$ cat src/rtl/crc_pkg.sv
// Shared definitions for the CRC32 message path (packer and checker).
package crc_pkg;

  localparam int unsigned WORD_W        = 32;
  localparam int unsigned BYTE_W        = 8;
  localparam int unsigned CRC_MSG_WORDS = 8;
  localparam int unsigned CRC_MSG_BYTES = 32;

  localparam logic [BYTE_W-1:0] CRC_PAD_BYTE = 8'h00;

  typedef enum logic [1:0] {
    COLLECT = 2'd0,
    PAD     = 2'd1,
    DROP    = 2'd2,
    GAP     = 2'd3
  } packer_state_e;

endpackage

$ cat src/rtl/crc_word_assembler.sv
// Little-endian byte lane merge: places the incoming byte in its lane on top of the
// lanes already collected, and optionally fills the higher lanes with the pad byte.
module crc_word_assembler
  import crc_pkg::*;
#(
  parameter logic [BYTE_W-1:0] PAD_BYTE = CRC_PAD_BYTE
) (
  input  logic [BYTE_W-1:0] i_byte,
  input  logic [1:0]        i_lane,
  input  logic              i_pad,
  input  logic [WORD_W-1:0] i_partial,
  output logic [WORD_W-1:0] o_word,
  output logic              o_complete
);

  localparam int unsigned Lanes = WORD_W / BYTE_W;

  // Lanes below the current one come from the partial word, lanes above are pad or zero.
  always_comb begin
    o_word = '0;
    for (int n = 0; n < Lanes; n++) begin
      if (2'(n) < i_lane) begin
        o_word[n*BYTE_W +: BYTE_W] = i_partial[n*BYTE_W +: BYTE_W];
      end else if (2'(n) == i_lane) begin
        o_word[n*BYTE_W +: BYTE_W] = i_byte;
      end else if (i_pad) begin
        o_word[n*BYTE_W +: BYTE_W] = PAD_BYTE;
      end
    end
  end

  assign o_complete = (i_lane == 2'd3) || i_pad;

endmodule

$ cat src/rtl/crc_msg_packer.sv
// Byte-stream to fixed-size word-block packer feeding the CRC32 checker. Every message
// becomes exactly WORDS_PER_MSG words, then an idle gap lets the checker drain.
module crc_msg_packer
  import crc_pkg::*;
#(
  parameter int unsigned       WORDS_PER_MSG = CRC_MSG_WORDS,
  parameter int unsigned       GAP_CYCLES    = 3,
  parameter logic [BYTE_W-1:0] PAD_BYTE      = CRC_PAD_BYTE
) (
  input  logic              clk_i,
  input  logic              rst_i,
  input  logic [BYTE_W-1:0] s_data_i,
  input  logic              s_valid_i,
  input  logic              s_last_i,
  output logic              s_ready_o,
  output logic [WORD_W-1:0] data_o,
  output logic              data_valid_o,
  output logic              data_last_o,
  output logic [5:0]        msg_len_o,
  output logic              overflow_o
);

  localparam int unsigned WordCntW = (WORDS_PER_MSG > 1) ? $clog2(WORDS_PER_MSG) : 1;
  localparam int unsigned GapW     = (GAP_CYCLES > 0) ? $clog2(GAP_CYCLES + 1) : 1;

  localparam logic [WordCntW-1:0] LastWord    = WordCntW'(WORDS_PER_MSG - 1);
  localparam logic [GapW-1:0]     GapLoad     = GapW'(GAP_CYCLES);
  // The drop path starts its gap one cycle earlier (no data_last cycle precedes it).
  localparam logic [GapW-1:0]     GapLoadDrop = (GAP_CYCLES > 0) ? GapW'(GAP_CYCLES - 1) : '0;
  localparam logic [5:0]          MaxLen      = 6'(CRC_MSG_BYTES);

  localparam logic [1:0] S_COLLECT = COLLECT;
  localparam logic [1:0] S_PAD     = PAD;
  localparam logic [1:0] S_DROP    = DROP;
  localparam logic [1:0] S_GAP     = GAP;

  logic [1:0]          r_state, w_state_n;
  logic [1:0]          r_lane, w_lane_n;
  logic [WordCntW-1:0] r_word, w_word_n;
  logic [5:0]          r_bytes, w_bytes_n;
  logic [GapW-1:0]     r_gap, w_gap_n;
  logic [WORD_W-1:0]   r_partial, w_partial_n;
  logic                r_ready, w_ready_n;
  logic [WORD_W-1:0]   r_data, w_data_n;
  logic                r_valid, w_valid_n;
  logic                r_last, w_last_n;
  logic [5:0]          r_len, w_len_n;
  logic                r_ovf, w_ovf_n;

  logic              w_accept;
  logic              w_final_word;
  logic [5:0]        w_bytes_inc;
  logic [WORD_W-1:0] w_asm_word;
  logic              w_asm_complete;

  assign w_accept     = s_valid_i && r_ready;
  assign w_final_word = (r_word == LastWord);
  assign w_bytes_inc  = (r_bytes == MaxLen) ? r_bytes : r_bytes + 6'd1;

  crc_word_assembler #(
    .PAD_BYTE (PAD_BYTE)
  ) u_asm (
    .i_byte     (s_data_i),
    .i_lane     (r_lane),
    .i_pad      (s_last_i),
    .i_partial  (r_partial),
    .o_word     (w_asm_word),
    .o_complete (w_asm_complete)
  );

  // Next-state, counter and registered-output decode.
  always_comb begin
    w_state_n   = r_state;
    w_lane_n    = r_lane;
    w_word_n    = r_word;
    w_bytes_n   = r_bytes;
    w_gap_n     = r_gap;
    w_partial_n = r_partial;
    w_data_n    = r_data;
    w_valid_n   = 1'b0;
    w_last_n    = 1'b0;
    w_len_n     = '0;
    w_ovf_n     = 1'b0;

    case (r_state)
      S_COLLECT: begin
        if (w_accept) begin
          w_bytes_n = w_bytes_inc;
          if (w_asm_complete) begin
            w_data_n    = w_asm_word;
            w_valid_n   = 1'b1;
            w_lane_n    = '0;
            w_partial_n = '0;
            if (s_last_i) begin
              if (w_final_word) begin
                w_last_n  = 1'b1;
                w_len_n   = w_bytes_inc;
                w_state_n = S_GAP;
                w_gap_n   = GapLoad;
              end else begin
                w_word_n  = r_word + 1'b1;
                w_state_n = S_PAD;
              end
            end else if (w_final_word) begin
              // Capacity reached without last: close the block, discard the rest.
              w_last_n  = 1'b1;
              w_ovf_n   = 1'b1;
              w_len_n   = w_bytes_inc;
              w_state_n = S_DROP;
            end else begin
              w_word_n = r_word + 1'b1;
            end
          end else begin
            w_lane_n    = r_lane + 2'd1;
            w_partial_n = w_asm_word;
          end
        end
      end

      S_PAD: begin
        w_data_n  = {(WORD_W / BYTE_W){PAD_BYTE}};
        w_valid_n = 1'b1;
        if (w_final_word) begin
          w_last_n  = 1'b1;
          w_len_n   = r_bytes;
          w_state_n = S_GAP;
          w_gap_n   = GapLoad;
        end else begin
          w_word_n = r_word + 1'b1;
        end
      end

      S_DROP: begin
        if (w_accept && s_last_i) begin
          if (GAP_CYCLES == 0) begin
            w_state_n   = S_COLLECT;
            w_lane_n    = '0;
            w_word_n    = '0;
            w_bytes_n   = '0;
            w_partial_n = '0;
          end else begin
            w_state_n = S_GAP;
            w_gap_n   = GapLoadDrop;
          end
        end
      end

      default: begin
        if (r_gap == '0) begin
          w_state_n   = S_COLLECT;
          w_lane_n    = '0;
          w_word_n    = '0;
          w_bytes_n   = '0;
          w_partial_n = '0;
        end else begin
          w_gap_n = r_gap - 1'b1;
        end
      end
    endcase

    w_ready_n = (w_state_n == S_COLLECT) || (w_state_n == S_DROP);
  end

  // State and output registers; reset discards any partially built message.
  always_ff @(posedge clk_i or posedge rst_i) begin
    if (rst_i) begin
      r_state   <= S_COLLECT;
      r_lane    <= '0;
      r_word    <= '0;
      r_bytes   <= '0;
      r_gap     <= '0;
      r_partial <= '0;
      r_ready   <= 1'b0;
      r_data    <= '0;
      r_valid   <= 1'b0;
      r_last    <= 1'b0;
      r_len     <= '0;
      r_ovf     <= 1'b0;
    end else begin
      r_state   <= w_state_n;
      r_lane    <= w_lane_n;
      r_word    <= w_word_n;
      r_bytes   <= w_bytes_n;
      r_gap     <= w_gap_n;
      r_partial <= w_partial_n;
      r_ready   <= w_ready_n;
      r_data    <= w_data_n;
      r_valid   <= w_valid_n;
      r_last    <= w_last_n;
      r_len     <= w_len_n;
      r_ovf     <= w_ovf_n;
    end
  end

  assign s_ready_o    = r_ready;
  assign data_o       = r_data;
  assign data_valid_o = r_valid;
  assign data_last_o  = r_last;
  assign msg_len_o    = r_len;
  assign overflow_o   = r_ovf;

endmodule

$ cat config.mk
export PLATFORM = sky130hd
export DESIGN_NAME = crc_msg_packer
export DESIGN_NICKNAME = d
export VERILOG_FILES = /design/src/rtl/crc_pkg.sv /design/src/rtl/crc_word_assembler.sv /design/src/rtl/crc_msg_packer.sv
export SDC_FILE = /design/constraint.sdc
export NUM_CORES = 1
export LEC_CHECK = 0
export BUFFER_PORTS_ARGS = -buffer_cell sky130_fd_sc_hd__buf_4
export CAP_MARGIN = 10
export CORE_MARGIN = 3
export CORE_UTILIZATION = 62
export DETAILED_ROUTE_END_ITERATION = 10
export HOLD_SLACK_MARGIN = 0.05
export PLACE_DENSITY_LB_ADDON = 0.25
export REMOVE_ABC_BUFFERS = 1
export SLEW_MARGIN = 20
export SYNTH_ARGS = -nofsm -noshare
export SYNTH_HDL_FRONTEND = slang
export SYNTH_SLANG_ARGS = --single-unit
$ cat constraint.sdc
create_clock -name clk_i -period 6.1 [get_ports clk_i]
set_clock_uncertainty 0.1 [all_clocks]
set_input_delay 1.22 -clock clk_i [delete_from_list [all_inputs] [get_ports clk_i]]
set_output_delay 1.22 -clock clk_i [all_outputs]
set_load 0.03 [all_outputs]
Word-level counts from Yosys, hierarchy flattened
Cells that the tools add are included.
Widths: inputs -> output; s select.
{"block": "word_totals", "regBits": 89, "input_bits": 12, "output_inout_bits": 42, "wordCells": 112}
{"block": "classes", "eq_ne": 14, "n_reduce_logical": 16, "n_bitwise": 2, "addsub": 4, "n_mux": 60, "magnitude_cmp": 4}
{"op": "$mux 32", "count": 5}
{"op": "$pmux 32 s2", "count": 2}
{"op": "$mux 8", "count": 8}
{"op": "$mux 6", "count": 7}
{"op": "$mux 2", "count": 17}
{"op": "$pmux 6 s2", "count": 2}
{"op": "$mux 3", "count": 4}
{"op": "$pmux 2 s3", "count": 2}
{"op": "$mux 1", "count": 9}
{"op": "$pmux 3 s3", "count": 1}
{"op": "$logic_not 2->1", "count": 4}
{"op": "$add 6x1->6 const B", "count": 1}
{"op": "$eq 2x2->1 const B", "count": 3}
{"op": "$eq 6x6->1 const B", "count": 1}
{"op": "$ne 2x2->1 const B", "count": 3}
{"op": "$reduce_and 3->1", "count": 2}
{"op": "$reduce_and 5->1", "count": 1}
{"op": "$eq 2x2->1 const A", "count": 2}
{"op": "$lt 1x2->1 const A", "count": 2}
{"op": "$lt 2x2->1 const A", "count": 2}
{"op": "$ne 4x1->1 const B", "count": 1}
{"op": "$pmux 1 s2", "count": 2}
{"op": "$pmux 2 s2", "count": 1}
{"op": "$reduce_and 4->1", "count": 1}
{"op": "other kinds (13)", "count": 17}

Longest topological paths before layout
Gate-level depths: netlist (run 1).
{"block": "logic_depth", "depth_word": 8, "depth_mapped": 8, "depth_no_buf": 6}

Cells and area by module
Synthesis (run 1) repeated with hierarchy kept, for this count alone.
{"block": "unflattened", "cells_unflattened": 357, "area_unflattened_um2": 4210.3}
{"mod": "crc_msg_packer", "instances": 1, "area_each_um2": 3773.6, "seq_area_each_um2": 2227.1, "cells_each": 308}
{"mod": "crc_word_assembler", "instances": 1, "area_each_um2": 436.7, "seq_area_each_um2": 0.0, "cells_each": 49}

Worst setup path before layout (run 1)
Ideal clock, no wire load.
{"block": "synth_timing", "path_kind": "input -> register", "startpoint": "input port s_last_i", "endpoint": "register r_data[0] (netlist: data_o[0])", "setup_time_ns": 0.095, "path_slack_ns": 3.776, "arrival_time_ns": 2.129, "required_time_ns": 5.905, "cell_stages": 6, "n_path_buf": 2, "cell_sequence": "o2111a_1 > buf_2 > a21oi_4 > buf_6 > nand2_1 > o31ai_1"}
{"block": "synth_between", "elab_chain_cells": 3}
{"element": "from (decl)", "line": "crc_msg_packer.sv:14", "text": "input logic s_last_i,"}
{"element": "$logic_or 1x1->1", "line": "crc_word_assembler.sv:32", "text": "assign o_complete = (i_lane == 2'd3) || i_pad;"}
{"element": "$ne 2x1->1 (no source line)"}
{"element": "$reduce_and 3->1 (no source line)"}
{"element": "to (signal assigned)", "line": "crc_msg_packer.sv:187", "text": "r_data <= w_data_n;"}
{"element": "to (decl)", "line": "crc_msg_packer.sv:44", "text": "logic [WORD_W-1:0] r_data, w_data_n;"}
Every way passes these cells.
A chain may end at the register's enable or synchronous reset.

Worst setup path after layout (run 1)
{"block": "layout_timing", "startpoint": "register r_lane[1]", "endpoint": "register r_data[23] (netlist: data_o[23])"}
{"block": "layout_between", "elab_chain_cells": 6, "elab_cells_between_ends": 11, "cone_classes": "1 x order compare; 3 x eq/ne; 5 x mux; 2 x reduce/logical"}
{"element": "from (decl)", "line": "crc_msg_packer.sv:38", "text": "logic [1:0] r_lane, w_lane_n;"}
{"element": "from (signal assigned)", "line": "crc_msg_packer.sv:181", "text": "r_lane <= w_lane_n;"}
{"element": "$eq 2x2->1", "line": "crc_word_assembler.sv:24", "text": "end else if (2'(n) == i_lane) begin"}
{"element": "$mux 8", "line": "crc_word_assembler.sv:24"}
{"element": "$mux 8", "line": "crc_word_assembler.sv:22", "text": "if (2'(n) < i_lane) begin"}
{"element": "$mux 32", "line": "crc_msg_packer.sv:89", "text": "if (w_asm_complete) begin"}
{"element": "$mux 32", "line": "crc_msg_packer.sv:87", "text": "if (w_accept) begin"}
{"element": "$pmux 32 s2", "line": "crc_msg_packer.sv:85", "text": "case (r_state)"}
Several ways; a longest one is shown, not always the timed one. The select of a mux whose other input is x is not followed.

==> metrics list, run 1 <==
- STA classifies the critical path endpoint as a flop.
* Minimum period implied by the final worst setup slack: 2.764 ns
- IR drop worst, VDD: 0.3574 mV
* Number of iterations in the first detailed-routing pass: 5
- Maximum capacitance violations: 0
- Library cell used as clock root buffer: sky130_fd_sc_hd__clkbuf_8
- Fraction of the core area covered by cells at the end of the flow: 0.7490
- Standby leakage power: 2.199 nW
- Crit path max fanout: 55
* Core box area: 0.006026 mm^2
* Worst-margin pin slew: 0.9838 ns
- For this block, the routed nets add up to 8.831 mm of wire.
- The longest clock path from root to sink contains 2 buffers.
- RSZ-0062 raised after global routing: no
- Fraction of layout instances using a drive strength above 1: 0.1847
- The largest individual stage delay along the critical path comes from the cell sky130_fd_sc_hd__ha_1.
- Counting every sink on the clock net gives 81.
- Data on the critical path is required at its endpoint by 6.25 ns.
* Total Neg Setup Slack: 0 ns
- CP bufs+invs: 1
* First-pass GRT wire length: 14.54 mm
- In this run the post-CTS setup repair buffer count came out at 0.
- In this run the number of H-tree levels came out at 3.
- The run finished with clean final reports.
* Remaining design rule violation count: 0
- Across every metal layer, demand over resource in global routing totals 0.2568.
- The number of antenna violations at the first check in global routing is 0.
- Routing layer with the top usage in global route: met2
- Area Overhead vs Synth: 15.39%
* Row cnt: 28
- Detailed placement ended at an HPWL of 5.739 mm.
* Number of global-route vias before repair: 2950
* Count of flip-flops with a built-in enable after synthesis: 0
- Number of resized instances in the post-cts repair step: 0
- The total count of hold-check failures in the final report came to 0.
* Area share of the leading cell type in the synthesized netlist: 0.5182
* Flip-flop and latch count after synthesis: 81
* Global-route track usage on met3: 0.05922
* Total power density per cell area: 445.8 mW/mm^2
* Worst max-slew margin expressed relative to the limit: 0.3441
* Final Slew Violations: 0
- Count of port buffers added during placement: 53
* Avg WL per Cell: 17.02 um
- Via count of the routed design: 3134
- The die is 85.43 um wide.
* Count of mapped cells out of synthesis: 393
- For met1 alone, demand over resource in global routing was 0.3333.
* Crit Path Class: flop to flop
- Cell family with the largest share of critical-path delay: compound AO/OA/AOI/OAI gates
* Cell area after synthesis: 0.003911 mm^2
- Library cell occupying the most area in the post-synthesis netlist: sky130_fd_sc_hd__dfrtp_1
- The share of the Yosys chip area taken by registers is 0.5182.
* Setup violation total in the final timing report: 0
* Largest net degree at the start of global routing: 82
- Clock tree synthesis inserted a total of 9 buffers.
* Share of synthesized registers carrying an async set or reset: 1.000
- The floorplan step set the die height to 85.43 um.
* Average cell area after synthesis: 9.952 um^2
- Max Fclk: 361.8 MHz
- Number of I/O pins: 54
- Clock-pin transition on the worst setup and hold timing paths: 0.08 ns
- STA puts the critical path data arrival time at 2.91 ns.
- Part of the cycle the worst path needs: 0.4531
- CTS tree: done
- Yosys printed 0 warnings.
- Global routing met2 resource utilization: 0.4117
* Initial standard-cell utilization of the core: 0.6491
- Synth cell types: 48
- The min-delay analysis places its worst path in the category flop to flop.
* Final Wtd Congestion: 0.9320
- In this design, the stage delay of the slowest critical-path cell is 0.70 ns.
* Hold buffer count at CTS: 0
- The clock reaches the later pin of the worst-skew pair after 0.36 ns.
- The die covers 0.007297 mm^2.
- The number of antenna diodes in the final layout is 0.
- STA classifies the critical path startpoint as a flop.
- By area the synthesized netlist is led by sky130_fd_sc_hd__dfrtp_1 52%, sky130_fd_sc_hd__nand2_1 6.5%, sky130_fd_sc_hd__ha_1 4.5%, sky130_fd_sc_hd__o21ai_0 4.2%, sky130_fd_sc_hd__a22o_1 3.8%.
- The critical path goes through ha_1 > o2111a_1 > a21oi_4 > buf_4 > o31ai_1.
* Detail-routed via count per cell: 6.039
- The total overflow left after global routing is 0.
* Remaining number of nets flagged by the antenna check after routing: 0
* Main flop type after synthesis: sky130_fd_sc_hd__dfrtp_1
- Number of nets at the end of the flow: 465
- Iteration-0 DRC count of the detailed router: 262
[sequential cells by signal, summed over array words and instances (netlist names)]
signal	cells
s_ready_o	1
r_gap	2
msg_len_o	6
overflow_o	1
r_bytes	6
r_partial	24
r_word	3
data_o	32
data_last_o	1
r_lane	2
data_valid_o	1
r_state	2
[tightest hold or removal path, cell delays in order, from the launching register on]
cell and delay [ns]:
sky130_fd_sc_hd__dfrtp_1 0.35, sky130_fd_sc_hd__nand2_1 0.04, sky130_fd_sc_hd__o21ai_0 0.06
[synthesized netlist by cell type, drive strengths merged (2+ instances only)]
library cell / count
nand3b: 2
nand3: 9
o21ai: 40
and2: 3
inv: 14
o22ai: 2
a22o: 17
o221ai: 2
nand2: 68
nor3: 5
nor2: 21
a21oi: 20
a31oi: 4
and3: 9
dfrtp: 81
buf: 15
mux2: 5
o21bai: 2
clkbuf: 6
mux2i: 8
o31ai: 18
ha: 14
a311oi: 2
nor2b: 4
nand2b: 6
[final timing paths]
path                                  from    endpoint  slack [ns]  depth (start not counted)
worst max-delay path             r_lane[1]  data_o[23]        3.34                          5
worst min-delay path            data_o[29]  data_o[29]        0.38                          2
worst max register to register   r_lane[1]  data_o[23]        3.34                          5
worst min register to register  data_o[29]  data_o[29]        0.38                          2
max in group asynchronous            rst_i   data_o[8]        4.19                          3
min in group asynchronous            rst_i    r_gap[1]        1.06                          3
[cells in the final DEF, fill, tap and decap left out, drive strengths merged, types with 8 or more instances in the layout]
cell type and n:
ha 14, nand2 68, nand3 9, clkbuf 11, nor2 21, o31ai 18
o21ai 40, inv 14, mux2i 8, and3 9, a21oi 20, dfrtp 81
buf 56, a22o 17
[layout make-up]
cell class,count,area [um^2]
Sequential cell,81,2027
Tap cell,75,93.84
Timing Repair Buffer,56,420.4
Multi-Input combinational cell,277,1699
Clock buffer,11,141.4
Fill cell,443,1513
Clock inverter,5,78.83
Inverter,14,52.55
[cells by family (layout without fill, tap and decap cells)]
logic type | count (synthesis) | in the layout | share of synthesized area
DFF | 81 | 81 | 0.5182
AOI/OAI and AO/OA | 117 | 117 | 0.2009
buffers and inverters | 35 | 86 | 0.04734
and+or+nand+nor | 133 | 133 | 0.1539
adders and majority gates | 14 | 14 | 0.04479
muxes | 13 | 13 | 0.03487
[power by group]
group | switching [mW] | internal (mW) | leakage [nW]
Sequential | 0.102 | 0.659 | 1.10
Clock | 0.188 | 0.241 | 0.113
Combinational | 0.520 | 0.303 | 0.988
Total | 0.809 | 1.20 | 2.20
[metal layers]
layer	wire, um	vias up
li1	-	1484
met1	3714	1504
met2	4334	125
met3	569	21
met4	213	0
met5	0	-
[per-stage QoR]
stage               area, um^2  power (mW)  std cells  hold WS [ns]  setup slack (ns)
global placement          4293       1.548        503        0.3617             3.249
CTS                       4513       2.014        519        0.3893             3.377
global route              4513       2.144        519        0.4031             3.152
detailed placement        4293       1.579        503        0.3709             3.203
floorplan                 3779       1.332        372        0.3502             2.700
finish                    4513       2.012        519        0.3806             3.336
(Power assumes the default switching activity.)
==> run 2: changes to the inputs <==
--- a/config.mk
+++ b/config.mk
@@ -8,7 +8,7 @@
 export BUFFER_PORTS_ARGS = -buffer_cell sky130_fd_sc_hd__buf_4
 export CAP_MARGIN = 10
 export CORE_MARGIN = 3
-export CORE_UTILIZATION = 62
+export CORE_UTILIZATION = 57
 export DETAILED_ROUTE_END_ITERATION = 10
 export HOLD_SLACK_MARGIN = 0.05
 export PLACE_DENSITY_LB_ADDON = 0.25
==> constraint.sdc (replaced) <==
create_clock -name clk_i -period 2.7 [get_ports clk_i]
set_clock_uncertainty 0.1 [all_clocks]
set_input_delay 0.54 -clock clk_i [delete_from_list [all_inputs] [get_ports clk_i]]
set_output_delay 0.54 -clock clk_i [all_outputs]
set_load 0.03 [all_outputs]
==> metrics list, run 2 (synthesized netlist as in run 1, its figures left out) <==
- Clock network fraction of total power: 0.238 (+0.025)
* Total power density per cell area: 1029 mW/mm^2 (+130%)
- Worst max-slew margin expressed relative to the limit: 0.5438 (+0.1996)
- Crit Path Class: flop to flop
* Cell at the slowest stage of the critical path: sky130_fd_sc_hd__ha_1
* Setup violation total in the final timing report: 0 (unchanged)
- The number of standard cells in the layout, taps in and fillers out was 529 (+1.9%).
* Clock sink count: 81 (unchanged)
* Switching power as a share of total power: 0.3864 (-0.01590)
- The overall fraction of global-route tracks in use is 0.2402 (-0.01655).
- Capture endpoint of the worst hold path: overflow_o
- Number of placed instances with taps included: 513 (+2.0%)
- Reg2reg path depth: 5 (unchanged)
- The count of buffers from port buffering came to 53 (unchanged).
* Fill cells: 482 (+8.8%)
- The sequential group share of total power was 0.358 (-0.020).
- The maximum VDD drop was 0.5413 mV (+51%).
- Full die area: 0.007892 mm^2 (+8.1%)
- The number of vias in the routed layout was 3155 (+0.67%).
* Comb pwr share: 0.404 (-0.005)
* Residual overflow from global routing: 0 (unchanged)
- The top achievable clock speed came to 436.4 MHz (+21%).
* Crit path max fanout: 16 (-71%)
- CTS H-tree lvls: 3 (unchanged)
- The horizontal extent of the die was 88.84 um (+4.0%).
* Flip-flop count of the largest register after layout: 32 (unchanged)
- The half-perimeter wire length after detailed placement came to 6.016 mm (+4.8%).
- The final weighted congestion of routability-driven global placement came to 0.9184 (-1.5%).
* Area Overhead vs Synth: 18.91%
- The starting density of the core came to 0.6022 (-0.04689).
- The number of rows in the core area came to 29 (+3.6%).
* Final worst slack: 0.4087 ns (-2.927 ns)
- Max clock buf depth: 2 (unchanged)
- The setup TNS after final layout came to 0 ns (unchanged).
- Among cell families on the critical path, the largest total delay comes from adder cells.
* Critical path data required time: 2.84 ns (-3.41 ns)
* Critical register-to-register path endpoint: r_gap[1]
- Element type at the critical path end: flop
- Overall die height: 88.84 um (+4.0%)
- The boundary pin count was 54 (unchanged).
* RSZ-0062 raised after global routing: no
* Avg WL per Cell: 16.74 um (-1.6%)
- The switching power is 1.849 mW (+130%).
- The wire length of the first global-routing pass is 14.53 mm (about the same).
- Slowest Stage Delay on Critical Path: 0.57 ns (-0.13 ns)
- Clock-pin transition on the worst setup and hold timing paths: 0.08 ns (about the same)
* Fraction of layout instances using a drive strength above 1: 0.1991 (+0.01443)
- Number of hold violations in the final report: 0 (unchanged)
- The number of antenna violations at the first check in global routing was 0 (unchanged).
- Number of CTS-inserted buffers: 9 (unchanged)
* Ordered cell list for the critical path: inv_1 > ha_1 > nor2_1 > o221ai_1 > mux2_2
- Launch point of the worst hold path: s_last_i
- Most frequent cells in the layout: 81 x sky130_fd_sc_hd__dfrtp_1, 68 x sky130_fd_sc_hd__nand2_1, 62 x sky130_fd_sc_hd__buf_4
- The final core utilization came to 0.7160 (-0.03292).
- The count of antenna-violating nets left after detailed routing is 0 (unchanged).
- Minimum setup slack among reg-to-reg paths: 0.41 ns (-2.93 ns)
* Place WS: 0.2983 ns (-2.905 ns)
- The wire length reported by the detailed router came to 8.855 mm (+0.27%).
- Clock latency on the worst-skew pair: 0.35 ns (about the same)
* Total inserted antenna cells: 0 (unchanged)
* Library cell used as clock root buffer: sky130_fd_sc_hd__clkbuf_8
* Minimum period implied by the final worst setup slack: 2.291 ns (-0.4727 ns)
* CTS tree: done
- Detail-routed via count per cell: 5.964 (-1.2%)
- Core box area: 0.006495 mm^2 (+7.8%)
- The worst register-to-register path begins at r_state[1].
- The post-route clock period utilization was 0.8486 (+0.3955).
* Total power of the final layout: 4.786 mW (+140%)
* CP bufs+invs: 1 (unchanged)
* Min-Delay Path Depth: 2 (unchanged)
- The worst setup path is launched from a flop.
* Final Slew Violations: 0 (unchanged)
* Leading cell type in the layout, fill and taps excluded: sky130_fd_sc_hd__dfrtp_1
- Number of nets at the end of the flow: 474 (+1.9%)
- The count of maximum capacitance violations is 0 (unchanged).
* Iteration-0 DRC count of the detailed router: 234 (-11%)
* Result of the run: finished clean
- The arrival time of data at the critical path endpoint is 2.43 ns (-0.48 ns).
- The leakage power came to 2.264 nW (+2.9%).
- The number of global-route vias before repair is 3020 (+2.4%).
* Largest net degree at the start of global routing: 68 (-17%)
- The total DRC errors in the routed layout was 0 (unchanged).
- Worst-margin pin slew: 0.6837 ns (-0.3001 ns)
* Internal power: 2.936 mW (+140%)
- Number of iterations in the first detailed-routing pass: 4 (-1)
* Worst min-delay path class: primary input to flop
-- run 2: power groups by stage --
stage | clock network (mW) | registers [mW] | logic (mW)
2_1_floorplan | 0 | 1.89 | 1.12
3_3_place_gp | 0 | 1.71 | 1.85
3_5_place_dp | 0 | 1.73 | 1.92
4_1_cts | 1.15 | 1.71 | 1.92
5_1_grt | 1.21 | 1.75 | 2.13
6_report | 1.14 | 1.71 | 1.93
-- run 2: layer usage --
layer  GRT usage  part of all wire
met1      0.3116              0.44
met4     0.09753             0.017
met2      0.4028              0.49
met3     0.03724             0.050
met5           0                 0
-- run 2: final cells by class --
class	count	area, um^2	area share
sequential	81	2027	0.4358
clock buffer	10	127.6	0.02744
clock inverter	5	128.9	0.02771
multi-input combinational	277	1702	0.3659
inverter	14	53.80	0.01157
tap	77	96.34	0.02072
timing repair buffer	65	515.5	0.1108
-- run 2: stage by stage --
step | hold WS [ns] | instance area, um^2
floorplan | 0.3502 | 3779
global placement | 0.3619 | 4382
detailed placement | 0.3698 | 4382
CTS | 0.3194 | 4648
global route | 0.3247 | 4651
finish | 0.3317 | 4651
-- run 2: worst max path at each step --
stage | end | cells after the start | slack [ns] | start
3_3_place_gp | msg_len_o[3] | 5 | 0.42 | r_state[1]
3_5_place_dp | msg_len_o[3] | 5 | 0.30 | r_state[1]
6_report | r_gap[1] | 5 | 0.41 | r_state[1]
4_1_cts | msg_len_o[3] | 5 | 0.30 | r_state[1]
5_1_grt | r_gap[1] | 5 | 0.22 | r_state[1]
2_1_floorplan | data_last_o | 1 | -0.02 | rst_i
-- run 2: what timing repair did --
item	CTS	global route
hold buffers	1	0
gates resized for setup	0	1
endpoints found under the hold margin	14	0
endpoints found under the setup margin	0	1
setup buffers	0	0
